[src/rtl/clk_div_pkg.sv]
// Shared definitions for the run-time clock divider controller.
//   DefCntW  : default width of the half-period value and counter
//   DefHalf  : default half-period loaded at reset (3 => divide by 6)
//   state_t  : controller state encoding (StIdle, StRun, StPend)
package clk_div_pkg;

    localparam int unsigned DefCntW = 8;
    localparam int unsigned DefHalf = 3;

    typedef logic [1:0] state_t;

    localparam state_t StIdle = 2'd0; // clk_out parked low, counter held at 0
    localparam state_t StRun  = 2'd1; // counting, ready for a request
    localparam state_t StPend = 2'd2; // request latched, waiting for period end

endpackage

[src/rtl/clk_div_if.sv]
// Configuration handshake between the config register block and the divider controller.
//   cfg_valid / cfg_ready : request handshake, accepted when both are high
//   cfg_half              : requested half-period (0 is rejected)
//   cfg_en                : requested enable (0 parks clk_out low)
//   cfg_done              : one-cycle pulse when a pending request has been applied
//   cfg_err               : one-cycle pulse when a request was rejected
// master = requester, slave = controller.
interface clk_div_if #(
    parameter int unsigned CNT_W = clk_div_pkg::DefCntW
) ();

    logic             cfg_valid;
    logic             cfg_ready;
    logic [CNT_W-1:0] cfg_half;
    logic             cfg_en;
    logic             cfg_done;
    logic             cfg_err;

    modport master (
        output cfg_valid,
        output cfg_half,
        output cfg_en,
        input  cfg_ready,
        input  cfg_done,
        input  cfg_err
    );

    modport slave (
        input  cfg_valid,
        input  cfg_half,
        input  cfg_en,
        output cfg_ready,
        output cfg_done,
        output cfg_err
    );

endinterface

[src/rtl/clk_div_core.sv]
// Half-period counter and toggle flop that generate the divided clock.
//   clk, reset  : system clock, synchronous active-high reset
//   run         : count and toggle; when low, counter and clk_out are held at 0
//   clr         : synchronous clear of counter, clk_out and tick (wins over run)
//   load_half   : capture half_in as the new half-period
//   half_in     : half-period value to load (never 0)
//   clk_out     : divided clock, period 2*half, 50% duty
//   tick        : registered pulse in the first cycle clk_out is high
//   at_boundary : current cycle ends a full output period (end of high phase)
module clk_div_core
    import clk_div_pkg::*;
#(
    parameter int unsigned CNT_W    = DefCntW,
    parameter int unsigned DEF_HALF = DefHalf
) (
    input  logic             clk,
    input  logic             reset,
    input  logic             run,
    input  logic             clr,
    input  logic             load_half,
    input  logic [CNT_W-1:0] half_in,
    output logic             clk_out,
    output logic             tick,
    output logic             at_boundary
);

    logic [CNT_W-1:0] half_q;
    logic [CNT_W-1:0] cnt_q;
    logic             clk_q;
    logic             tick_q;
    logic             last;

    // half_q is never 0, so half_q-1 cannot wrap.
    assign last = (cnt_q == (half_q - CNT_W'(1)));

    always_ff @(posedge clk) begin
        if (reset) begin
            half_q <= CNT_W'(DEF_HALF);
            cnt_q  <= '0;
            clk_q  <= 1'b0;
            tick_q <= 1'b0;
        end else begin
            if (load_half) begin
                half_q <= half_in;
            end
            if (clr || !run) begin
                cnt_q  <= '0;
                clk_q  <= 1'b0;
                tick_q <= 1'b0;
            end else if (last) begin
                cnt_q  <= '0;
                clk_q  <= ~clk_q;
                tick_q <= ~clk_q; // rising edge of clk_out
            end else begin
                cnt_q  <= cnt_q + CNT_W'(1);
                tick_q <= 1'b0;
            end
        end
    end

    assign clk_out     = clk_q;
    assign tick        = tick_q;
    assign at_boundary = run & clk_q & last;

endmodule

[src/rtl/clk_div_ctrl.sv]
// Run-time controller for the clock divider. Owns divide ratio and enable, accepts
// reconfiguration over a valid/ready handshake and applies it only at a full output
// period boundary, so clk_out never shows a runt phase.
//   clk, reset : system clock, synchronous active-high reset
//   cfg        : configuration handshake (slave side)
//   clk_out    : divided clock
//   tick       : one-cycle pulse in the cycle clk_out goes 0->1
//   active     : high while running (RUN or PEND)
module clk_div_ctrl
    import clk_div_pkg::*;
#(
    parameter int unsigned CNT_W    = DefCntW,
    parameter int unsigned DEF_HALF = DefHalf
) (
    input  logic    clk,
    input  logic    reset,
    clk_div_if.slave cfg,
    output logic    clk_out,
    output logic    tick,
    output logic    active
);

    state_t           state_q, state_d;
    logic [CNT_W-1:0] pend_half_q;
    logic             pend_en_q;
    logic             done_q, done_d;
    logic             err_q, err_d;

    logic             accept;
    logic             legal;
    logic             core_run;
    logic             core_clr;
    logic             core_load;
    logic [CNT_W-1:0] core_half;
    logic             at_boundary;

    assign cfg.cfg_ready = (state_q != StPend);
    assign accept        = cfg.cfg_valid & cfg.cfg_ready;
    assign legal         = (cfg.cfg_half != '0);
    assign core_run      = (state_q != StIdle);

    always_comb begin
        state_d   = state_q;
        core_clr  = 1'b0;
        core_load = 1'b0;
        core_half = cfg.cfg_half;
        done_d    = 1'b0;
        // Illegal requests are consumed with no other effect.
        err_d     = accept & ~legal;
        case (state_q)
            StIdle: begin
                if (accept && legal) begin
                    core_clr  = 1'b1;
                    core_load = 1'b1;
                    done_d    = 1'b1;
                    state_d   = cfg.cfg_en ? StRun : StIdle;
                end
            end
            StRun: begin
                // A request on a boundary cycle waits for the next boundary.
                if (accept && legal) begin
                    state_d = StPend;
                end
            end
            StPend: begin
                if (at_boundary) begin
                    core_clr  = 1'b1;
                    core_load = 1'b1;
                    core_half = pend_half_q;
                    done_d    = 1'b1;
                    state_d   = pend_en_q ? StRun : StIdle;
                end
            end
            default: state_d = StRun;
        endcase
    end

    always_ff @(posedge clk) begin
        if (reset) begin
            state_q     <= StRun;
            pend_half_q <= '0;
            pend_en_q   <= 1'b0;
            done_q      <= 1'b0;
            err_q       <= 1'b0;
        end else begin
            state_q <= state_d;
            done_q  <= done_d;
            err_q   <= err_d;
            if (state_q == StRun && accept && legal) begin
                pend_half_q <= cfg.cfg_half;
                pend_en_q   <= cfg.cfg_en;
            end
        end
    end

    assign cfg.cfg_done = done_q;
    assign cfg.cfg_err  = err_q;
    assign active       = core_run;

    clk_div_core #(
        .CNT_W   (CNT_W),
        .DEF_HALF(DEF_HALF)
    ) u_core (
        .clk        (clk),
        .reset      (reset),
        .run        (core_run),
        .clr        (core_clr),
        .load_half  (core_load),
        .half_in    (core_half),
        .clk_out    (clk_out),
        .tick       (tick),
        .at_boundary(at_boundary)
    );

endmodule
[src/flat_wrapper.sv]
// flat-port wrapper written by rule: the top's interface ports become plain ports
module clk_div_ctrl_flat import clk_div_pkg::*;
#(
    parameter int unsigned CNT_W    = DefCntW,
    parameter int unsigned DEF_HALF = DefHalf
)
  (clk, reset, clk_out, tick, active, cfg_cfg_valid, cfg_cfg_half, cfg_cfg_en, cfg_cfg_ready, cfg_cfg_done, cfg_cfg_err);
  clk_div_if #(.CNT_W(CNT_W)) cfg_i ();
  input  logic clk;
  input  logic reset;
  output logic clk_out;
  output logic tick;
  output logic active;
  input wire logic [$bits(cfg_i.cfg_valid)-1:0] cfg_cfg_valid;
  input wire logic [$bits(cfg_i.cfg_half)-1:0] cfg_cfg_half;
  input wire logic [$bits(cfg_i.cfg_en)-1:0] cfg_cfg_en;
  output wire logic [$bits(cfg_i.cfg_ready)-1:0] cfg_cfg_ready;
  output wire logic [$bits(cfg_i.cfg_done)-1:0] cfg_cfg_done;
  output wire logic [$bits(cfg_i.cfg_err)-1:0] cfg_cfg_err;
  assign cfg_i.cfg_valid = cfg_cfg_valid;
  assign cfg_i.cfg_half = cfg_cfg_half;
  assign cfg_i.cfg_en = cfg_cfg_en;
  assign cfg_cfg_ready = cfg_i.cfg_ready;
  assign cfg_cfg_done = cfg_i.cfg_done;
  assign cfg_cfg_err = cfg_i.cfg_err;
  clk_div_ctrl #(.CNT_W(CNT_W), .DEF_HALF(DEF_HALF)) u_core (.clk(clk), .reset(reset), .cfg(cfg_i), .clk_out(clk_out), .tick(tick), .active(active));
endmodule
[config.mk]
export PLATFORM = sky130hd
export DESIGN_NAME = clk_div_ctrl_flat
export DESIGN_NICKNAME = d
export VERILOG_FILES = /design/src/rtl/clk_div_pkg.sv /design/src/rtl/clk_div_if.sv /design/src/rtl/clk_div_core.sv /design/src/rtl/clk_div_ctrl.sv /design/src/flat_wrapper.sv
export SDC_FILE = /design/constraint.sdc
export NUM_CORES = 1
export LEC_CHECK = 0
export CELL_PAD_IN_SITES_DETAIL_PLACEMENT = 1
export CELL_PAD_IN_SITES_GLOBAL_PLACEMENT = 1
export CORE_ASPECT_RATIO = 1.5
export CORE_MARGIN = 2
export CORE_UTILIZATION = 37
export DETAILED_ROUTE_END_ITERATION = 8
export PLACE_DENSITY_LB_ADDON = 0.1
export SLEW_MARGIN = 20
export SYNTH_ARGS = -nofsm -noshare
export SYNTH_HDL_FRONTEND = slang
export SYNTH_SLANG_ARGS = --single-unit
[constraint.sdc]
create_clock -name clk -period 2.3 [get_ports clk]
set_input_delay 0.46 -clock clk [delete_from_list [all_inputs] [get_ports clk]]
set_output_delay 0.46 -clock clk [all_outputs]
set_load 0.05 [all_outputs]
# Yosys cells after proc, flatten, opt, wreduce, memory -nomap -nowiden
# Index checks and enable logic that the tools add are counted.
totals:
  ff_bits: 31
  in_bits: 12
  out_inout_bits: 6
  word_cells: 48
op_classes:
  n_addsub: 2
  eq_ne: 7
  mux: 11
  n_bitwise: 7
  reduce_logical: 12
ops:
  columns: ["op", "count"]
  rows:
  - ["$mux 8", 2]
  - ["$add 8x1->8 const B", 1]
  - ["$eq 8x8->1", 1]
  - ["$reduce_bool 8->1", 1]
  - ["$sub 8x1->8 const B", 1]
  - ["$mux 2", 3]
  - ["$pmux 2 s3", 1]
  - ["$reduce_or 3->1", 2]
  - ["$and 1x1->1", 4]
  - ["$mux 1", 4]
  - ["$ne 2x1->1 const B", 2]
  - ["$ne 2x2->1 const B", 2]
  - ["$logic_and 1x1->1", 3]
  - ["$not 1->1", 3]
  - ["$reduce_and 3->1", 1]
  - ["$eq 2x1->1 const B", 1]
  - ["$eq 2x2->1 const B", 1]
  - ["$logic_not 2->1", 1]
  - ["$pmux 1 s2", 1]
  - ["$reduce_bool 2->1", 1]
  - ["$reduce_or 2->1", 1]
  - ["$logic_not 1->1", 1]
  - ["$logic_or 1x1->1", 1]

# Logic depth before layout (Yosys ltp)
logic_depth:
  depth_word: 7
  ltp_mapped: 11
  depth_no_buf: 8

# Cells and area by module
# Synthesis repeated with hierarchy kept, for this count alone.
hier_totals:
  cells_unflattened: 173
  area_unflattened_um2: 1662.8
modules_own_cells:
  columns: ["module", "instances", "cells_per_inst", "area_per_inst_um2", "seq_area_each_um2"]
  rows:
  - ["clk_div_core", 1, 104, 967.2, 360.3]
  - ["clk_div_ctrl", 1, 69, 695.7, 260.2]

# Worst setup path after synthesis
# No wires, ideal clock.
synth_path:
  path_kind: "register to register"
  startpoint: "register u_core.u_core.half_q[0]"
  endpoint: "register u_core.u_core.half_q[2]"
  setup_ps: 91
  arrival_ps: 2260
  required_time_ps: 2209
  path_slack_ps: -51
  stages_incl_launch_ff: 12
  path_buffers: 3
  period_less_slack_ps: 2351
  path_cell_list: "dfxtp_1 > buf_2 > inv_1 > ha_1 > clkbuf_2 > o21ba_1 > a221oi_1 > a41oi_1 > a211o_1 > or3_1 > buf_2 > a311oi_1"
synth_via:
  elab_chain_len: 5
  elab_cells_between_ends: 7
  classes_between: "add/sub: 1; eq/ne: 1; mux: 4; bitwise: 1"
synth_rtl:
  columns: ["element", "line_no", "source"]
  rows:
  - ["from (decl)", "clk_div_core.sv:27", "logic [CNT_W-1:0] half_q;"]
  - ["from (signal assigned)", "clk_div_core.sv:38", "half_q <= CNT_W'(DEF_HALF);"]
  - ["from (signal assigned)", "clk_div_core.sv:44", "half_q <= half_in;"]
  - ["$sub 8x1->8 (*)", "clk_div_core.sv:34", "assign last = (cnt_q == (half_q - CNT_W'(1)));"]
  - ["$eq 8x8->1 (*)", "clk_div_core.sv:34", null]
  - ["$and 1x1->1 (*)", "clk_div_core.sv:63", "assign at_boundary = run & clk_q & last;"]
  - ["$mux 1 or $mux 8 (tied branches)", "clk_div_ctrl.sv:66", "if (at_boundary) begin"]
  - ["$pmux 1 s2 or $mux 8 (tied branches)", "clk_div_ctrl.sv:50", "case (state_q)"]
# Every way passes the cells marked *; elsewhere a longest branch is shown, timed or not.
# A chain may end at the register's enable or synchronous reset.

# Worst setup path after layout
layout_path:
  startpoint: "register u_core.state_q[1]"
  endpoint: "output cfg_cfg_ready"
layout_via:
  elab_chain_len: 1
layout_rtl:
  columns: ["element", "line_no", "source"]
  rows:
  - ["from (decl)", "clk_div_ctrl.sv:23", "state_t state_q, state_d;"]
  - ["from (signal assigned)", "clk_div_ctrl.sv:80", "state_q <= StRun;"]
  - ["from (signal assigned)", "clk_div_ctrl.sv:86", "state_q <= state_d;"]
  - ["$ne 2x2->1", "clk_div_ctrl.sv:37", "assign cfg.cfg_ready = (state_q != StPend);"]
  - ["to (decl)", "flat_wrapper.sv:17", "output wire logic [$bits(cfg_i.cfg_ready)-1:0] cfg_cfg_ready;"]
# Every way passes these cells.

==> results.ini <==
[route]
routed_wl_um=4640
route.detailed.drc=0
vias_per_cell=5.71
num_vias=1525
drt_iter0_markers=53
wl_per_cell_um=17.4
drt-pass1-iter-count=4
postRouteAntennaNets=0

[setup_path]
endpoint_kind=primary output
worstPathCellList=nor2b_1, inv_1, clkdlybuf4s50_1
cp.required_ns=1.84
cpPeakStageDelay_ns=0.71
startpoint_type=flip-flop
slowest_stage=clkdlybuf4s50_1
path_class=reg -> out
crit_fanout=4
critPathArrivalTime_ns=1.78

[timing]
fin_skew_ns=0.00499
fmax_mhz=447
setup_viol=0
drv_slew=0
max-slew-margin-rel_pct=66.7
final.period_utilization_pct=97.4
fin_crit_ns=2.24
fin_ws_ns=0.0605
hold_violations=0
worst_pin_slew_ns=0.497
rsz0062_at_grt=true

[cts]
clk_pin_slew_ns=0.07
cts_buffers=5
tritoncts=done
cts-root-buf=clkbuf_8
cts_buffer_depth=2
clock-sinks=31
htreeDepth=2
post_cts_buffers=0
clock_latency_ns=0.28

[synthesis]
synth_nets=202
yosysWarnings=0
synth_top_area_cell=dfxtp_1
async_flop_share_pct=0
yosysUniqueCellTypes=40
yosys_most_used_dff=dfxtp_1
yosysSeqAreaShare_pct=38.9
yosysMostFrequentCell=dfxtp_1
yosys_register_bits=31
yosys.area.top_type_share_pct=38.9
synth-edff-count=0
synth.area.top_cells=dfxtp_1 (39%), mux2i_1 (6.3%), xor2_1 (6.0%), nor2_1 (5.9%), nor4_1 (4.7%)
syn_area_sq_um=1600
synth_commonest_cells=dfxtp_1 (31), nor2_1 (25), nand2_1 (13), nor4_1 (12)
syn_inst=188
avgSynthCellArea_sq_um=8.49

[final_layout]
fin_cells=267
nets=234
synthToLayoutAreaGrowth_pct=31.9
n_fill_cell=488
layout-drive-gt1-share_pct=21.3
fin_util_pct=50.4
antenna-diode-count=0

[die]
ios=18
core_area_sq_um=4170
start_util_pct=38.2
die_x_um=57.6
rows=29
dieArea_sq_um=4860
fp.dieH_um=84.4

[grt]
grt_max_degree=22
antenna_found_initial=0
globalRouteTotalUtil_pct=20.8
grt_overflow_total=0
grt_first_pass_wirelength_um=7850
grt_pass1_vias=1642

[placement]
gp_congestion=0.763
pre_cts_ws_ns=-0.175
dpl.cell_count=259
numPortBuffers=17
hpwl_um=3460

[flow_run]
maxCapViolCount=0

[power]
peakVddDrop_uv=434
p_per_area_nw_per_um2=619
p_leak_nw=0.827

[worst_hold_path]
hold_class=reg -> reg

[outcome]
status=finished clean

[metrics by stage]
stage | instance area (sq um) | hold WS [ns] | power [W] | TNS, ns
2_1_floorplan | 1600 | 0.447 | 0.000760 | 0
3_3_place_gp | 1940 | 0.481 | 0.000871 | -0.524
3_5_place_dp | 1940 | 0.474 | 0.000880 | -1.49
4_1_cts | 2020 | 0.489 | 0.00130 | 0
5_1_grt | 2100 | 0.514 | 0.00137 | -0.0354
6_report | 2100 | 0.497 | 0.00130 | 0
[metal layers]
metal / share of wire [%] / wire length (um) / up-vias / track usage [%]
li1: - / - / 740 / -
met3: 2.2 / 100 / 5 / 4.78
met1: 38 / 1780 / 766 / 22.4
met5: 0 / 0 / - / 0
met2: 58 / 2700 / 14 / 38.1
met4: 1.5 / 68 / 0 / 7.61
[timing repair]
| item | in CTS | in global routing |
|---|---|---|
| gates resized for setup | 2 | 18 |
| endpoints found under the setup margin | 7 | 20 |
| pin swaps | 0 | 2 |
| cloned | 0 | 0 |
| hold buffers | 0 | 0 |
[critical path: cells and delay by family (launching register included)]
family / cells / cell delay (ns)
buffers and inverters: 2 / 0.78
flip-flops: 1 / 0.37
AND/OR/NAND/NOR: 1 / 0.35
[registers in the layout (all words and copies together), names as in the netlist]
name	flops
u_core.pend_half_q	8
u_core.u_core.cnt_q	8
u_core.u_core.half_q	8
u_core.state_q	2
u_core.cfg.cfg_done	1
u_core.cfg.cfg_err	1
u_core.pend_en_q	1
u_core.u_core.clk_out	1
u_core.u_core.tick	1
[layout make-up]
| class | count | area [sq um] | area share, % |
|---|---|---|---|
| Multi-Input combinational cell | 138 | 978 | 46.5 |
| Inverter | 7 | 26.3 | 1.25 |
| Clock inverter | 1 | 5.00 | 0.238 |
| Tap cell | 46 | 57.6 | 2.73 |
| Clock buffer | 7 | 76.3 | 3.63 |
| Timing Repair Buffer | 37 | 337 | 16.0 |
| Sequential cell | 31 | 624 | 29.7 |
[cell families after synthesis]
kind of cell	after synthesis	share of synthesized area [%]
adder cells (fa/ha/maj)	2	1.57
buffers and inverters	19	4.78
AO/OA/AOI/OAI	32	14.3
multiplexers	12	7.69
AND/OR/NAND/NOR	77	24.5
XOR/XNOR	15	8.23
flip-flops	31	38.9
[report_power, final]
part	leakage [nW]	total, W	internal [W]	switching, W
Combinational	0.532	0.000286	0.000127	0.000158
Sequential	0.252	0.000603	0.000569	0.0000337
Clock	0.0422	0.000415	0.000212	0.000202
Total	0.827	0.00130	0.000909	0.000394
[cells in the final DEF (no fill, tap or decap), drive strengths merged]
cell type / netlist / routed
dfxtp: 31 / 31
nor2: 25 / 25
buf: 3 / 20
clkdlybuf4s50: 0 / 17
nand2: 13 / 13
nor4: 13 / 13
xor2: 11 / 11
nand3: 11 / 11
mux2i: 10 / 10
o21ai: 8 / 8
inv: 7 / 7
clkbuf: 9 / 7
a311oi: 6 / 6
a21oi: 5 / 5
xnor2: 4 / 4
and3b: 3 / 3
and3: 3 / 3
nor2b: 2 / 2
nand4: 2 / 2
mux2: 2 / 2
o31ai: 2 / 2
nor3: 2 / 2
a22oi: 2 / 2
ha: 2 / 2
o211ai: 1 / 1
a21boi: 1 / 1
o21ba: 1 / 1
a221oi: 1 / 1
a41oi: 1 / 1
a2111oi: 1 / 1
a22o: 1 / 1
a211o: 1 / 1
a211oi: 1 / 1
or3: 1 / 1
nor4b: 1 / 1
or2: 1 / 1
clkinv: 0 / 1
[path summary, 6_finish.rpt]
kind / from / endpoint / slack (ns) / depth (start not counted)
worst min-delay path: u_core.u_core.clk_out$_SDFFE_PP0N_ / u_core.u_core.tick$_SDFF_PP0_ / 0.50 / 1
worst max-delay path: u_core.state_q[1]$_SDFFE_PP0P_ / cfg_cfg_ready / 0.06 / 3
worst min register to register: u_core.u_core.clk_out$_SDFFE_PP0N_ / u_core.u_core.tick$_SDFF_PP0_ / 0.50 / 1
worst max register to register: u_core.u_core.half_q[1]$_SDFFE_PP1P_ / u_core.u_core.half_q[7]$_SDFFE_PP0P_ / 0.08 / 8
Power figures use the tool's default switching activity.
